**src/rtl/attn_pkg.sv**
```systemverilog
// Shared definitions for the attention-score pipeline.
//   DATA_WIDTH : default score width (signed fixed point)
//   Q_MIN/Q_MAX: saturation limits for 16-bit scores
//   state_e    : normaliser FSM states
//   ptr_width  : buffer pointer width for a given row length
package attn_pkg;

    localparam int unsigned DATA_WIDTH = 16;

    localparam logic [15:0] Q_MIN = 16'h8000;
    localparam logic [15:0] Q_MAX = 16'h7FFF;

    typedef enum logic {
        FILL  = 1'b0,
        DRAIN = 1'b1
    } state_e;

    function automatic int unsigned ptr_width(input int unsigned n);
        return (n < 2) ? 1 : $clog2(n);
    endfunction

endpackage

```
**src/rtl/attn_score_normalizer_if.sv**
```systemverilog
// Score stream interface between the dot-product stage, the normaliser and
// the softmax exponent stage.
//   in_valid/in_data/in_ready     : upstream scores into the normaliser
//   out_valid/out_data/out_last/out_ready : normalised scores downstream
// Modports: slave = normaliser view, master = producer/consumer (bench) view.
interface attn_score_normalizer_if import attn_pkg::*; #(
    parameter int unsigned DATA_WIDTH = attn_pkg::DATA_WIDTH
) ();

    logic                  in_valid;
    logic [DATA_WIDTH-1:0] in_data;
    logic                  in_ready;
    logic                  out_valid;
    logic [DATA_WIDTH-1:0] out_data;
    logic                  out_last;
    logic                  out_ready;

    modport slave (
        input  in_valid,
        input  in_data,
        input  out_ready,
        output in_ready,
        output out_valid,
        output out_data,
        output out_last
    );

    modport master (
        output in_valid,
        output in_data,
        output out_ready,
        input  in_ready,
        input  out_valid,
        input  out_data,
        input  out_last
    );

endinterface

```
**src/rtl/attn_sat_sub.sv**
```systemverilog
// Saturating signed subtraction o_diff = sat(i_a - i_b).
//   i_a, i_b : signed DATA_WIDTH operands
//   o_diff   : signed DATA_WIDTH result clamped to the representable range
module attn_sat_sub import attn_pkg::*; #(
    parameter int unsigned DATA_WIDTH = attn_pkg::DATA_WIDTH
) (
    input  logic [DATA_WIDTH-1:0] i_a,
    input  logic [DATA_WIDTH-1:0] i_b,
    output logic [DATA_WIDTH-1:0] o_diff
);

    localparam logic [DATA_WIDTH-1:0] SatMin = {1'b1, {(DATA_WIDTH-1){1'b0}}};
    localparam logic [DATA_WIDTH-1:0] SatMax = {1'b0, {(DATA_WIDTH-1){1'b1}}};

    logic [DATA_WIDTH:0] w_wide;

    // One guard bit: the difference of two N-bit values always fits in N+1.
    assign w_wide = {i_a[DATA_WIDTH-1], i_a} - {i_b[DATA_WIDTH-1], i_b};

    always_comb begin
        o_diff = w_wide[DATA_WIDTH-1:0];
        // Guard bit disagreeing with the N-bit sign means overflow.
        if (w_wide[DATA_WIDTH] != w_wide[DATA_WIDTH-1]) begin
            o_diff = w_wide[DATA_WIDTH] ? SatMin : SatMax;
        end
    end

endmodule

```
**src/rtl/attn_score_normalizer.sv**
```systemverilog
// Row-wise attention-score normaliser. Buffers one row of SEQ_LEN scores,
// each scaled by 2^-SHIFT, tracks the row maximum, then streams out
// sat(score - max) so every output is <= 0.
//   clk, reset : clock and asynchronous active-low reset
//   bus        : score stream (slave modport), in_* upstream, out_* downstream
//   row_max    : scaled maximum of the current row, stable during drain
//   busy       : a row is partially collected or draining
module attn_score_normalizer import attn_pkg::*; #(
    parameter int unsigned DATA_WIDTH = attn_pkg::DATA_WIDTH,
    parameter int unsigned SEQ_LEN    = 64,
    parameter int unsigned SHIFT      = 3
) (
    input  logic                    clk,
    input  logic                    reset,
    attn_score_normalizer_if.slave  bus,
    output logic [DATA_WIDTH-1:0]   row_max,
    output logic                    busy
);

    localparam int unsigned           PtrW    = ptr_width(SEQ_LEN);
    localparam logic [PtrW-1:0]       LastIdx = PtrW'(SEQ_LEN - 1);
    localparam logic [DATA_WIDTH-1:0] MinVal  = {1'b1, {(DATA_WIDTH-1){1'b0}}};

    state_e                       r_state;
    logic [PtrW-1:0]              r_wr_ptr;
    logic [PtrW-1:0]              r_rd_ptr;
    logic signed [DATA_WIDTH-1:0] r_max;
    logic                         r_in_ready;
    logic                         r_out_valid;
    logic [DATA_WIDTH-1:0]        r_buf [SEQ_LEN];

    logic signed [DATA_WIDTH-1:0] w_scaled;
    logic [DATA_WIDTH-1:0]        w_rd_data;
    logic [DATA_WIDTH-1:0]        w_diff;
    logic                         w_in_fire;
    logic                         w_out_fire;
    logic                         w_rd_last;

    assign w_scaled   = $signed(bus.in_data) >>> SHIFT;
    assign w_in_fire  = bus.in_valid & r_in_ready;
    assign w_out_fire = r_out_valid & bus.out_ready;
    assign w_rd_last  = (r_rd_ptr == LastIdx);
    assign w_rd_data  = r_buf[r_rd_ptr];

    // in_ready/out_valid are registered copies of the state decode.
    always_ff @(posedge clk or negedge reset) begin
        if (!reset) begin
            r_state     <= FILL;
            r_wr_ptr    <= '0;
            r_rd_ptr    <= '0;
            r_max       <= MinVal;
            r_in_ready  <= 1'b1;
            r_out_valid <= 1'b0;
        end else begin
            case (r_state)
                FILL: begin
                    if (w_in_fire) begin
                        if (w_scaled > r_max) begin
                            r_max <= w_scaled;
                        end
                        if (r_wr_ptr == LastIdx) begin
                            r_wr_ptr    <= '0;
                            r_state     <= DRAIN;
                            r_in_ready  <= 1'b0;
                            r_out_valid <= 1'b1;
                        end else begin
                            r_wr_ptr <= r_wr_ptr + PtrW'(1);
                        end
                    end
                end
                DRAIN: begin
                    if (w_out_fire) begin
                        if (w_rd_last) begin
                            r_rd_ptr    <= '0;
                            r_max       <= MinVal;
                            r_state     <= FILL;
                            r_in_ready  <= 1'b1;
                            r_out_valid <= 1'b0;
                        end else begin
                            r_rd_ptr <= r_rd_ptr + PtrW'(1);
                        end
                    end
                end
                default: begin
                    r_state     <= FILL;
                    r_in_ready  <= 1'b1;
                    r_out_valid <= 1'b0;
                end
            endcase
        end
    end

    // Row storage carries no reset; entries are always written before use.
    always_ff @(posedge clk) begin
        if (w_in_fire) begin
            r_buf[r_wr_ptr] <= w_scaled;
        end
    end

    attn_sat_sub #(
        .DATA_WIDTH (DATA_WIDTH)
    ) u_sat_sub (
        .i_a    (w_rd_data),
        .i_b    (r_max),
        .o_diff (w_diff)
    );

    // Gate data with valid so the unreset buffer never leaks to the port.
    assign bus.in_ready  = r_in_ready;
    assign bus.out_valid = r_out_valid;
    assign bus.out_data  = r_out_valid ? w_diff : '0;
    assign bus.out_last  = r_out_valid & w_rd_last;
    assign row_max       = r_max;
    assign busy          = (r_wr_ptr != '0) | (r_state == DRAIN);

endmodule

```
**src/flat_wrapper.sv**
```systemverilog
// flat-port wrapper written by rule: the top's interface ports become plain ports
module attn_score_normalizer_flat import attn_pkg::*;
#(
    parameter int unsigned DATA_WIDTH = attn_pkg::DATA_WIDTH,
    parameter int unsigned SEQ_LEN    = 64,
    parameter int unsigned SHIFT      = 3
)
  (clk, reset, row_max, busy, bus_in_valid, bus_in_data, bus_out_ready, bus_in_ready, bus_out_valid, bus_out_data, bus_out_last);
  attn_score_normalizer_if #(.DATA_WIDTH(DATA_WIDTH)) bus_i ();
  input  logic clk;
  input  logic reset;
  output logic [DATA_WIDTH-1:0] row_max;
  output logic busy;
  input wire logic [$bits(bus_i.in_valid)-1:0] bus_in_valid;
  input wire logic [$bits(bus_i.in_data)-1:0] bus_in_data;
  input wire logic [$bits(bus_i.out_ready)-1:0] bus_out_ready;
  output wire logic [$bits(bus_i.in_ready)-1:0] bus_in_ready;
  output wire logic [$bits(bus_i.out_valid)-1:0] bus_out_valid;
  output wire logic [$bits(bus_i.out_data)-1:0] bus_out_data;
  output wire logic [$bits(bus_i.out_last)-1:0] bus_out_last;
  assign bus_i.in_valid = bus_in_valid;
  assign bus_i.in_data = bus_in_data;
  assign bus_i.out_ready = bus_out_ready;
  assign bus_in_ready = bus_i.in_ready;
  assign bus_out_valid = bus_i.out_valid;
  assign bus_out_data = bus_i.out_data;
  assign bus_out_last = bus_i.out_last;
  attn_score_normalizer #(.DATA_WIDTH(DATA_WIDTH), .SEQ_LEN(SEQ_LEN), .SHIFT(SHIFT)) u_core (.clk(clk), .reset(reset), .bus(bus_i), .row_max(row_max), .busy(busy));
endmodule
```
**config.mk**
```make
export PLATFORM = sky130hd
export DESIGN_NAME = attn_score_normalizer_flat
export DESIGN_NICKNAME = d
export VERILOG_FILES = /design/src/rtl/attn_pkg.sv /design/src/rtl/attn_score_normalizer_if.sv /design/src/rtl/attn_sat_sub.sv /design/src/rtl/attn_score_normalizer.sv /design/src/flat_wrapper.sv
export SDC_FILE = /design/constraint.sdc
export NUM_CORES = 1
export LEC_CHECK = 0
export ABC_AREA = 1
export CORE_ASPECT_RATIO = 0.75
export CORE_MARGIN = 2
export CORE_UTILIZATION = 54
export DETAILED_ROUTE_END_ITERATION = 12
export HOLD_SLACK_MARGIN = 0.1
export PLACE_DENSITY = 0.7
export REMOVE_ABC_BUFFERS = 1
export SETUP_SLACK_MARGIN = 0.1
export SYNTH_ARGS = -nofsm -noshare
export SYNTH_HDL_FRONTEND = slang
export SYNTH_SLANG_ARGS = --single-unit
```
**constraint.sdc**
```tcl
create_clock -name clk -period 5.9 [get_ports clk]
set_clock_uncertainty 0.05 [all_clocks]
set_input_delay 0.885 -clock clk [delete_from_list [all_inputs] [get_ports clk]]
set_output_delay 0.885 -clock clk [all_outputs]
set_load 0.01 [all_outputs]
```
==> results of run 1 <==
-- worst min-delay path by stage --
stage | start | slack, ps | cells past startpoint | end
after floorplan | u_core.row_max[15]$_DFFE_PN1P_ | 430 | 2 | u_core.row_max[15]$_DFFE_PN1P_
after global placement | u_core.row_max[15]$_DFFE_PN1P_ | 430 | 2 | u_core.row_max[15]$_DFFE_PN1P_
after detailed placement | u_core.row_max[15]$_DFFE_PN1P_ | 430 | 2 | u_core.row_max[15]$_DFFE_PN1P_
after CTS | u_core.row_max[15]$_DFFE_PN1P_ | 440 | 2 | u_core.row_max[15]$_DFFE_PN1P_
after global routing | u_core.row_max[15]$_DFFE_PN1P_ | 460 | 2 | u_core.row_max[15]$_DFFE_PN1P_
final | u_core.row_max[15]$_DFFE_PN1P_ | 440 | 2 | u_core.row_max[15]$_DFFE_PN1P_
-- placed cells by master, fill, tap and decap left out, types with 24 or more instances in the layout --
cell type	instances
edfxtp_1	832
nor2_1	547
o21ai_0	388
nand2_1	201
nand3_1	117
buf_4	97
inv_1	82
o211ai_1	81
clkbuf_16	81
o22ai_1	66
o21ai_1	60
a21oi_1	58
a22oi_1	42
nand3_2	35
ha_1	24
dfrtp_1	24
-- worst register-to-register path, cell delays in order (launching register included) --
cell     delay, ps
dfstp_2        630
nand2_1        210
inv_1          220
nand4_1        690
nor2_1        1330
-- through the flow --
stage / util (%) / std cells / instance area (um2) / setup slack, ps
after detailed placement: 57.1 / 3705 / 37300 / 495
after global routing: 61.7 / 3865 / 40300 / 68.4
final: 61.7 / 3865 / 40300 / 232
after CTS: 61.5 / 3862 / 40200 / 112
after global placement: 57.1 / 3705 / 37300 / 610
after floorplan: - / 2675 / 34800 / -6870
-- per-layer routing --
layer	up-vias	part of all wire, %	global-route usage [%]
met5	-	0	0
met4	0	3.2	9.07
met3	207	11	6.00
met2	1373	45	43.0
met1	11800	40	39.7
li1	10600	-	-
-- cells by family after synthesis --
| family | count (synthesis) | share of synthesized area [%] |
|---|---|---|
| AOI/OAI and AO/OA | 732 | 11.8 |
| xor gates and xnor gates | 14 | 0.344 |
| and+or+nand+nor | 942 | 11.1 |
| buffers and inverters | 268 | 3.43 |
| DFF | 861 | 72.2 |
| adders and majority gates | 34 | 1.22 |
-- power by group --
group          internal [mW]  leakage, nW  switching (mW)  total (mW)
combinational         0.0972         4.67           0.231       0.328
sequential              6.70         7.80         0.00610        6.71
clock                   2.69         1.20            2.18        4.87
-- timing repair --
item / CTS / global route
buffers inserted: 10 / 1
setup endpoints to repair: 15 / 16
pin swaps: 11 / 5
cloned: 5 / 1
hold buffers: 0 / 0
resized for setup: 59 / 21
-- sequential cells by signal (all words and copies together) (netlist names) --
signal,count
u_core.row_max,14
u_core.bus.in_ready,1
u_core.r_buf,832
u_core.bus.out_valid,1
u_core.r_rd_ptr,6
u_core.r_wr_ptr,6
u_core.r_state,1
-- layout make-up --
cell class	instances	share of cell area [%]
Timing Repair Buffer	176	4.31
Inverter	92	0.892
Sequential cell	861	63.9
Timing Repair inverter	1	0.0218
Multi-Input combinational cell	1722	22.2
Clock buffer	97	5.18
Tap cell	871	2.71
Clock inverter	45	0.817
==> results.yml, run 1 <==
hold_path:
  hold_path_class: "reg2reg"
setup_path:
  crit_type: "reg2out"
  end_kind: "output pin"
  cp_common_cell: "nand2_1"
  cp-start-kind: "register"
  critPathMaxFanout: 48
  arrival_ps: 4730
  reg2reg_depth: 4
  required_ps: 4970
  critPathBufInv: 5
  regToRegSetupSlack_ps: 2380
  crit_chain: "clkinv_8 > buf_12 > o21ai_0 > o21ai_1 > o211ai_1 > nand3_1 > nand3_1 > nand2_1 > ha_1 > a21oi_1 > nand2_1 > a21oi_4 > nand2_2 > nand2_4 > nand2_4 > a21oi_4 > buf_12 > nand2_1 > inv_1 > dlygate4sd2_1"
  r2r-start: "u_core.bus.in_ready$_DFFE_PN1P_"
  cp_slowest_cell: "dfrtp_4"
  crit_path_end: "bus_out_data[2]"
  r2r-end: "u_core.r_buf[9][5]$_DFFE_PP_"
  cp.depth: 20
  setup.worst_path.start: "u_core.r_rd_ptr[0]$_DFFE_PN0P_"
  cp_top_family: "compound AO/OA/AOI/OAI gates"
  critPathMaxStageDelay_ps: 560
cells_and_area:
  fillers: 4901
  layout-drive-gt1-share_pct: 11.4
  diodes: 0
  multi_input_area_um2: 8930
  seqCellArea_um2: 25700
  area_growth_pct: 13.0
  layout.nets: 2987
drt:
  vias: 24000
  dr.pass1.iters: 6
  wire_per_inst_um: 24.5
  vias_per_cell: 6.20
  wirelength_um: 94900
  drtIter0Drc: 3278
  drcViolationCount: 0
  ant_nets: 0
synthesis:
  yosys-top-cells-area: "edfxtp_1 70%, nor2_1 5.8%, o21ai_0 5.5%, nand2_1 2.1%, nand3_1 2.0%"
  synth_edf_count: 832
  yosysMostFrequentCell: "edfxtp_1"
  yosysSeqAreaShare_pct: 72.2
  synth_area_um2: 35600
  synth_top_area_share_pct: 70.1
  synth_common_cells: "832 x edfxtp_1, 551 x nor2_1, 388 x o21ai_0, 201 x nand2_1, 139 x nand3_1"
  yosys_warnings: 0
  synth-seq-cells: 861
  ys.flop_type: "edfxtp_1"
  synth_area_per_cell_um2: 12.5
  yosysTopAreaCell: "edfxtp_1"
  async_flop_share_pct: 3.37
  ys_types: 45
  netlist_instances: 2851
clock_network:
  cts.sinks: 861
  clk_path_buf_depth: 3
  cts_max_level: 3
  clock_latency_ps: 630
  cts_root_buffer: "clkbuf_16"
  clkSlewWorstSetupHoldPaths_ps: 60
  cts_tree: "done"
  numCtsBuffers: 79
sta:
  slew_headroom_pct: 8.27
  slew_violations: 0
  finalCriticalPeriod_ps: 5670
  max_freq_mhz: 176
  timing.final.hold_violations: 0
  setup_viol: 0
  period_share_pct: 96.1
  finalSetupTns_ps: 0
  tightest_slew_ps: 1370
  hold-worst-slack_ps: 435
  rsz0062_at_grt: "true"
floorplan:
  io_pins: 56
  die_height_um: 226
  initial_core_util_pct: 54.6
  floorplan.rows: 81
  die_area_um2: 68100
  die_width_um: 301
  core_um2: 65300
pwr:
  ir_drop_mv: 0.255
  leakage_nw: 13.7
  power_density_nw_per_um2: 296
  power_mw: 11.9
global_routing:
  track_usage_pct: 27.8
  grt_overflow: 0
  grt_antenna_before_repair: 1
  grt_max_degree: 117
  grt_pass1_vias: 22800
  grt_pass1_wl_um: 140000
job:
  drv_cap: 0
placed_design:
  portBuffers: 52
  gp_congestion: 0.914
  dp_hpwl_um: 54700
outcome:
  status: "complete, no violations"
(Power assumes the default switching activity.)
==> run 2, diff against run 1 <==
--- a/config.mk
+++ b/config.mk
@@ -9,6 +9,7 @@
 export CORE_ASPECT_RATIO = 0.75
 export CORE_MARGIN = 2
 export CORE_UTILIZATION = 54
+export CTS_CLUSTER_SIZE = 14
 export DETAILED_ROUTE_END_ITERATION = 12
 export HOLD_SLACK_MARGIN = 0.1
 export PLACE_DENSITY = 0.7
==> constraint.sdc (replaced) <==
create_clock -name clk -period 5.7 [get_ports clk]
set_clock_uncertainty 0.05 [all_clocks]
set_input_delay 0.855 -clock clk [delete_from_list [all_inputs] [get_ports clk]]
set_output_delay 0.855 -clock clk [all_outputs]
set_load 0.01 [all_outputs]
==> results.yml, run 2 (synthesis results as in run 1) <==
pwr:
  swShare_pct: 20.2
  power_mw: 12.3
  ir_drop_mv: 0.237
  p_clk_share_pct: 40.6
  power_density_nw_per_um2: 302
  power.switching_mw: 2.47
  power_frac_seq_pct: 56.7
  leakage_nw: 13.8
  p_int_mw: 9.78
  p_comb_share_pct: 2.7
cells_and_area:
  fillers: 4842
  layout-drive-gt1-share_pct: 12.5
  layout_commonest_cell: "edfxtp_1"
  area_growth_pct: 13.7
  layout.nets: 3019
  largest_reg_flops: 832
  final_cell_mix: "832 x edfxtp_1, 549 x nor2_1, 386 x o21ai_0"
  instances_no_fill: 3895
  top_register: "u_core.r_buf"
setup_path:
  setup.worst_path.start: "u_core.r_rd_ptr[0]$_DFFE_PN0P_"
  arrival_ps: 4500
  cp_slowest_cell: "dfrtp_4"
  critPathMaxStageDelay_ps: 540
  crit_chain: "buf_4 > bufbuf_16 > o21ai_0 > o221ai_1 > nand3_1 > nand3_1 > nand3_2 > nand2_1 > ha_1 > a21oi_1 > nand2_2 > nand2_1 > nand2_2 > nand2_4 > nand2_2 > nand2_4 > nand2_4 > a21oi_4 > buf_12 > nand2_1 > inv_1 > clkbuf_2"
  critPathBufInv: 5
  r2r-start: "u_core.bus.in_ready$_DFFE_PN1P_"
  required_ps: 4800
  cp_top_family: "simple AND/OR/NAND/NOR gates"
  cp-start-kind: "register"
  reg2reg_depth: 4
  r2r-end: "u_core.r_buf[38][10]$_DFFE_PP_"
  critPathMaxFanout: 27
  crit_type: "reg2out"
  end_kind: "output pin"
  regToRegSetupSlack_ps: 2240
placed_design:
  gp_congestion: 0.930
  dp_hpwl_um: 55700
  portBuffers: 52
  placedCellCount: 3733
clock_network:
  cts_tree: "done"
  cts_max_level: 3
  clock_latency_ps: 620
  clkSlewWorstSetupHoldPaths_ps: 70
  cts.sinks: 861
  cts_root_buffer: "clkbuf_16"
  clk_path_buf_depth: 3
  numCtsBuffers: 79
drt:
  wire_per_inst_um: 24.7
  drtIter0Drc: 3272
  dr.pass1.iters: 5
  wirelength_um: 96100
  vias: 24300
  vias_per_cell: 6.23
  ant_nets: 0
  drcViolationCount: 0
hold_path:
  hold_path_class: "reg2reg"
  hold_path_end: "u_core.row_max[15]$_DFFE_PN1P_"
  hold_start: "u_core.row_max[15]$_DFFE_PN1P_"
  holdPathStages: 2
sta:
  setup_viol: 0
  finalCriticalPeriod_ps: 5400
  slew_violations: 0
  rsz0062_at_grt: "false"
  slew_headroom_pct: 12.6
  timing.final.hold_violations: 0
  max_freq_mhz: 185
  period_share_pct: 94.8
  tightest_slew_ps: 1310
global_routing:
  grt_use_met1_pct: 40.8
  grt_antenna_before_repair: 4
  grt_max_degree: 80
  track_usage_pct: 28.2
  grt_overflow: 0
  grt.met3_usage_pct: 6.72
  grt_pass1_vias: 22900
  busiest_layer: "met2"
  grt_use_met2_pct: 43.0
  grt_pass1_wl_um: 142000
outcome:
  status: "complete, no violations"
floorplan:
  initial_core_util_pct: 54.6
  floorplan.rows: 81
  die_width_um: 301
  die_height_um: 226
  io_pins: 56
  die_area_um2: 68100
  core_um2: 65300
job:
  drv_cap: 0
-- run 2: cell count changes in the layout (fill, tap and decap cells not counted), sizes merged, moves of 2 or more --
cell / before / now
buf: 131 / 163
clkbuf: 101 / 120
clkdlybuf4s15: 9 / 0
clkinv: 42 / 33
diode: 0 / 2
dlygate4sd2: 2 / 0
dlymetal6s2s: 3 / 1
-- run 2: power by group through the flow --
stage	Sequential [mW]	Clock [mW]	Combinational [mW]
3_3_place_gp	7.08	0	0.318
5_1_grt	6.94	5.25	0.359
2_1_floorplan	7.08	0	0.122
4_1_cts	6.95	5.00	0.327
6_report	6.95	4.98	0.329
3_5_place_dp	7.08	0	0.328
-- run 2: what timing repair did --
action,CTS,global route
setup endpoints to repair,16,16
hold buffers,0,0
resized for setup,49,57
buffers inserted,9,6
pin swaps,11,18
cloned,6,1
-- run 2: tightest hold or removal path, cell delays in order (launching register included) --
cell and delay, ps:
dfstp_2 380, nand2_1 60, nand2_1 50
-- run 2: layout make-up --
class / count / area, um2 / share of cell area, %
Clock buffer: 105 / 2120 / 5.23
Sequential cell: 861 / 25700 / 63.5
Inverter: 92 / 359 / 0.887
Tap cell: 871 / 1090 / 2.69
Multi-Input combinational cell: 1722 / 8960 / 22.1
Timing Repair Buffer: 207 / 1980 / 4.89
Antenna cell: 2 / 5.00 / 0.0124
Timing Repair inverter: 2 / 17.5 / 0.0432
Clock inverter: 33 / 249 / 0.615
-- run 2: worst max-delay path by stage --
stage	endpoint	depth (start not counted)
global placement	bus_out_data[1]	26
global route	bus_out_data[3]	22
detailed placement	bus_out_data[4]	26
CTS	bus_out_data[15]	17
finish	bus_out_data[0]	22
floorplan	bus_out_data[0]	22
-- run 2: through the flow --
step,setup WS (ps),util (%),TNS (ps),hold slack [ps],instance area [um2]
2_1_floorplan,-7040,-,-148290,426,34800
3_3_place_gp,406,57.5,0,422,37500
3_5_place_dp,339,57.5,0,438,37500
4_1_cts,224,61.8,0,447,40400
5_1_grt,90.6,62.0,0,474,40500
6_report,295,62.1,0,443,40500
-- run 2: layer usage --
| metal | vias up | share of wire (%) |
|---|---|---|
| met5 | - | 0.014 |
| met4 | 2 | 2.7 |
| met3 | 190 | 12 |
| met2 | 1397 | 45 |
| met1 | 12000 | 40 |
| li1 | 10700 | - |
==> run 3, diff against run 2 <==
--- a/config.mk
+++ b/config.mk
@@ -17,4 +17,5 @@
 export SETUP_SLACK_MARGIN = 0.1
 export SYNTH_ARGS = -nofsm -noshare
 export SYNTH_HDL_FRONTEND = slang
+export SYNTH_HIERARCHICAL = 1
 export SYNTH_SLANG_ARGS = --single-unit
==> results.yml, run 3 <==
outcome:
  status: "complete, no violations"
synthesis:
  yosys-top-cells-area: "edfxtp_1 69%, nor2_1 6.0%, o21ai_0 5.4%, nand2_1 3.6%, nand3_1 2.3%"
  yosysTopAreaCell: "edfxtp_1"
  ys_types: 46
  synth-seq-cells: 861
  synth_area_per_cell_um2: 12.0
  synth_common_cells: "832 x edfxtp_1, 573 x nor2_1, 392 x o21ai_0, 342 x nand2_1, 163 x nand3_1"
  yosysMostFrequentCell: "edfxtp_1"
  netlist_instances: 3002
  yosys_warnings: 6
  synth_top_area_share_pct: 69.3
  synth_area_um2: 36000
  yosysSeqAreaShare_pct: 71.3
  ys.flop_type: "edfxtp_1"
  synth_edf_count: 832
  async_flop_share_pct: 3.37
drt:
  vias_per_cell: 6.26
  wirelength_um: 106000
  drcViolationCount: 0
  dr.pass1.iters: 8
  drtIter0Drc: 4239
  wire_per_inst_um: 25.8
  vias: 25800
  ant_nets: 0
sta:
  hold-worst-slack_ps: 484
  finalSetupTns_ps: 0
  period_share_pct: 97.7
  tightest_slew_ps: 1350
  slew_headroom_pct: 9.73
  timing.final.hold_violations: 0
  setup_viol: 0
  rsz0062_at_grt: "true"
  finalCriticalPeriod_ps: 5570
  max_freq_mhz: 180
  setup_ws_ps: 133
  slew_violations: 0
floorplan:
  die_area_um2: 68900
  io_pins: 56
  floorplan.rows: 81
  initial_core_util_pct: 55.0
  die_width_um: 302
  core_um2: 65600
  die_height_um: 228
clock_network:
  clkSlewWorstSetupHoldPaths_ps: 60
  numCtsBuffers: 82
  cts_max_level: 3
  clk_path_buf_depth: 3
  clock_latency_ps: 630
  cts.sinks: 861
  cts_tree: "done"
  cts_root_buffer: "clkbuf_16"
pwr:
  power_mw: 12.3
  leakage_nw: 14.8
  power_density_nw_per_um2: 290
  ir_drop_mv: 0.244
hold_path:
  hold_path_class: "reg2reg"
global_routing:
  track_usage_pct: 29.7
  grt_antenna_before_repair: 3
  grt_max_degree: 96
  grt_pass1_wl_um: 150000
  grt_overflow: 0
  grt_pass1_vias: 23600
setup_path:
  arrival_ps: 4660
  end_kind: "output pin"
  crit_type: "reg2out"
  cp-start-kind: "register"
  required_ps: 4800
  critPathMaxFanout: 18
cells_and_area:
  top_register: "u_core/r_buf"
  largest_reg_flops: 832
  layout-drive-gt1-share_pct: 16.6
  final_cell_mix: "832 x edfxtp_1, 559 x nor2_1, 369 x o21ai_0"
  design_area_um2: 42500
  layout.nets: 3242
  layout_commonest_cell: "edfxtp_1"
  area_growth_pct: 17.9
placed_design:
  pre_cts_slack_ps: 331
  dp_hpwl_um: 59400
  gp_congestion: 0.917
  placed_cell_area_um2: 38200
  portBuffers: 52
job:
  drv_cap: 0
[run 3: changes by cell type after synthesis, sizes merged, moves of 5 or more]
| cell | before | now |
|---|---|---|
| o21ai | 450 | 402 |
| nor2 | 553 | 574 |
| o22ai | 66 | 86 |
| or2 | 1 | 6 |
| inv | 90 | 108 |
| buf | 84 | 91 |
| nand3 | 152 | 164 |
| nand4 | 12 | 32 |
| o221ai | 23 | 10 |
| nand2 | 218 | 363 |
| a21oi | 63 | 45 |
| a22oi | 42 | 0 |
| nor3 | 5 | 11 |
| o211ai | 81 | 94 |
[run 3: final timing paths]
path | slack [ps] | start | endpoint | cells after the start
setup / recovery | 130 | u_core/r_rd_ptr[0]$_DFFE_PN0P_ | bus_out_data[10] | 26
hold / removal | 480 | u_core/bus.in_ready$_DFFE_PN1P_ | u_core/bus.in_ready$_DFFE_PN1P_ | 2
setup reg to reg | 2670 | u_core/r_wr_ptr[0]$_DFFE_PN0P_ | u_core/r_buf[15][7]$_DFFE_PP_ | 4
hold reg to reg | 480 | u_core/bus.in_ready$_DFFE_PN1P_ | u_core/bus.in_ready$_DFFE_PN1P_ | 2
max in group asynchronous | 4690 | reset | u_core/bus.in_ready$_DFFE_PN1P_ | 2
min in group asynchronous | 570 | reset | u_core/row_max[1]$_DFFE_PN0P_ | 2
[run 3: repair_timing]
item | in CTS | in global routing
cloned | 13 | 13
setup buffers | 18 | 14
gates resized for setup | 108 | 143
hold buffers | 0 | 0
pin swaps | 25 | 49
setup endpoints to repair | 16 | 16
[run 3: cell families after synthesis]
logic type / Yosys count / synth area share [%]
XOR/XNOR: 14 / 0.340
adder cells (fa/ha/maj): 34 / 1.20
buffers and inverters: 294 / 3.87
AND/OR/NAND/NOR: 1155 / 13.2
flip-flops: 861 / 71.3
AO/OA/AOI/OAI: 644 / 10.1
[run 3: critical path: stages (launching register included)]
cell and delay, ps:
dfrtp_4 550, clkbuf_16 210, inv_8 130, buf_4 140
clkbuf_16 170, nor2_1 50, o211ai_1 220, nand3_1 260
nand3_1 210, nand3_1 160, nand2_2 150, ha_2 320
nand2_1 80, nand2_1 70, a21oi_2 180, nand2_4 90
nand2_4 80, nand2_2 50, nand2_2 90, nand2_4 80
nand2_4 110, buf_6 130, nand2_1 50, nand2_1 50
nand2_1 60, inv_2 80, clkdlybuf4s15_2 220
[run 3: routing by layer]
| metal | vias to the layer above | track usage (%) | share of wire (%) |
|---|---|---|---|
| met5 | - | 0 | 0.024 |
| met4 | 4 | 8.12 | 2.4 |
| met3 | 176 | 8.80 | 14 |
| met2 | 1761 | 42.6 | 44 |
| met1 | 12600 | 44.2 | 40 |
| li1 | 11200 | - | - |
[run 3: layout make-up]
type                       instances  area [um2]
multi-input combinational       1848        9620
clock buffer                     107        2230
fill                            4660       23100
clock inverter                    34         288
timing repair buffer             279        3050
sequential                       861       25700
inverter                         113         455
antenna                            2        5.00
timing repair inverter             3        43.8
tap                              871        1090
[run 3: metrics by stage]
step / instances / util [%]
global placement: 3916 / 58.3
CTS: 4088 / 63.5
global route: 4116 / 64.8
finish: 4118 / 64.8
floorplan: 2821 / -
detailed placement: 3916 / 58.3
[run 3: where the power goes]
group / switching [mW] / internal, mW / leakage [nW]
Sequential: 0 / 6.93 / 7.81
Combinational: 0.144 / 0.0198 / 5.75
Clock: 2.29 / 2.93 / 1.23
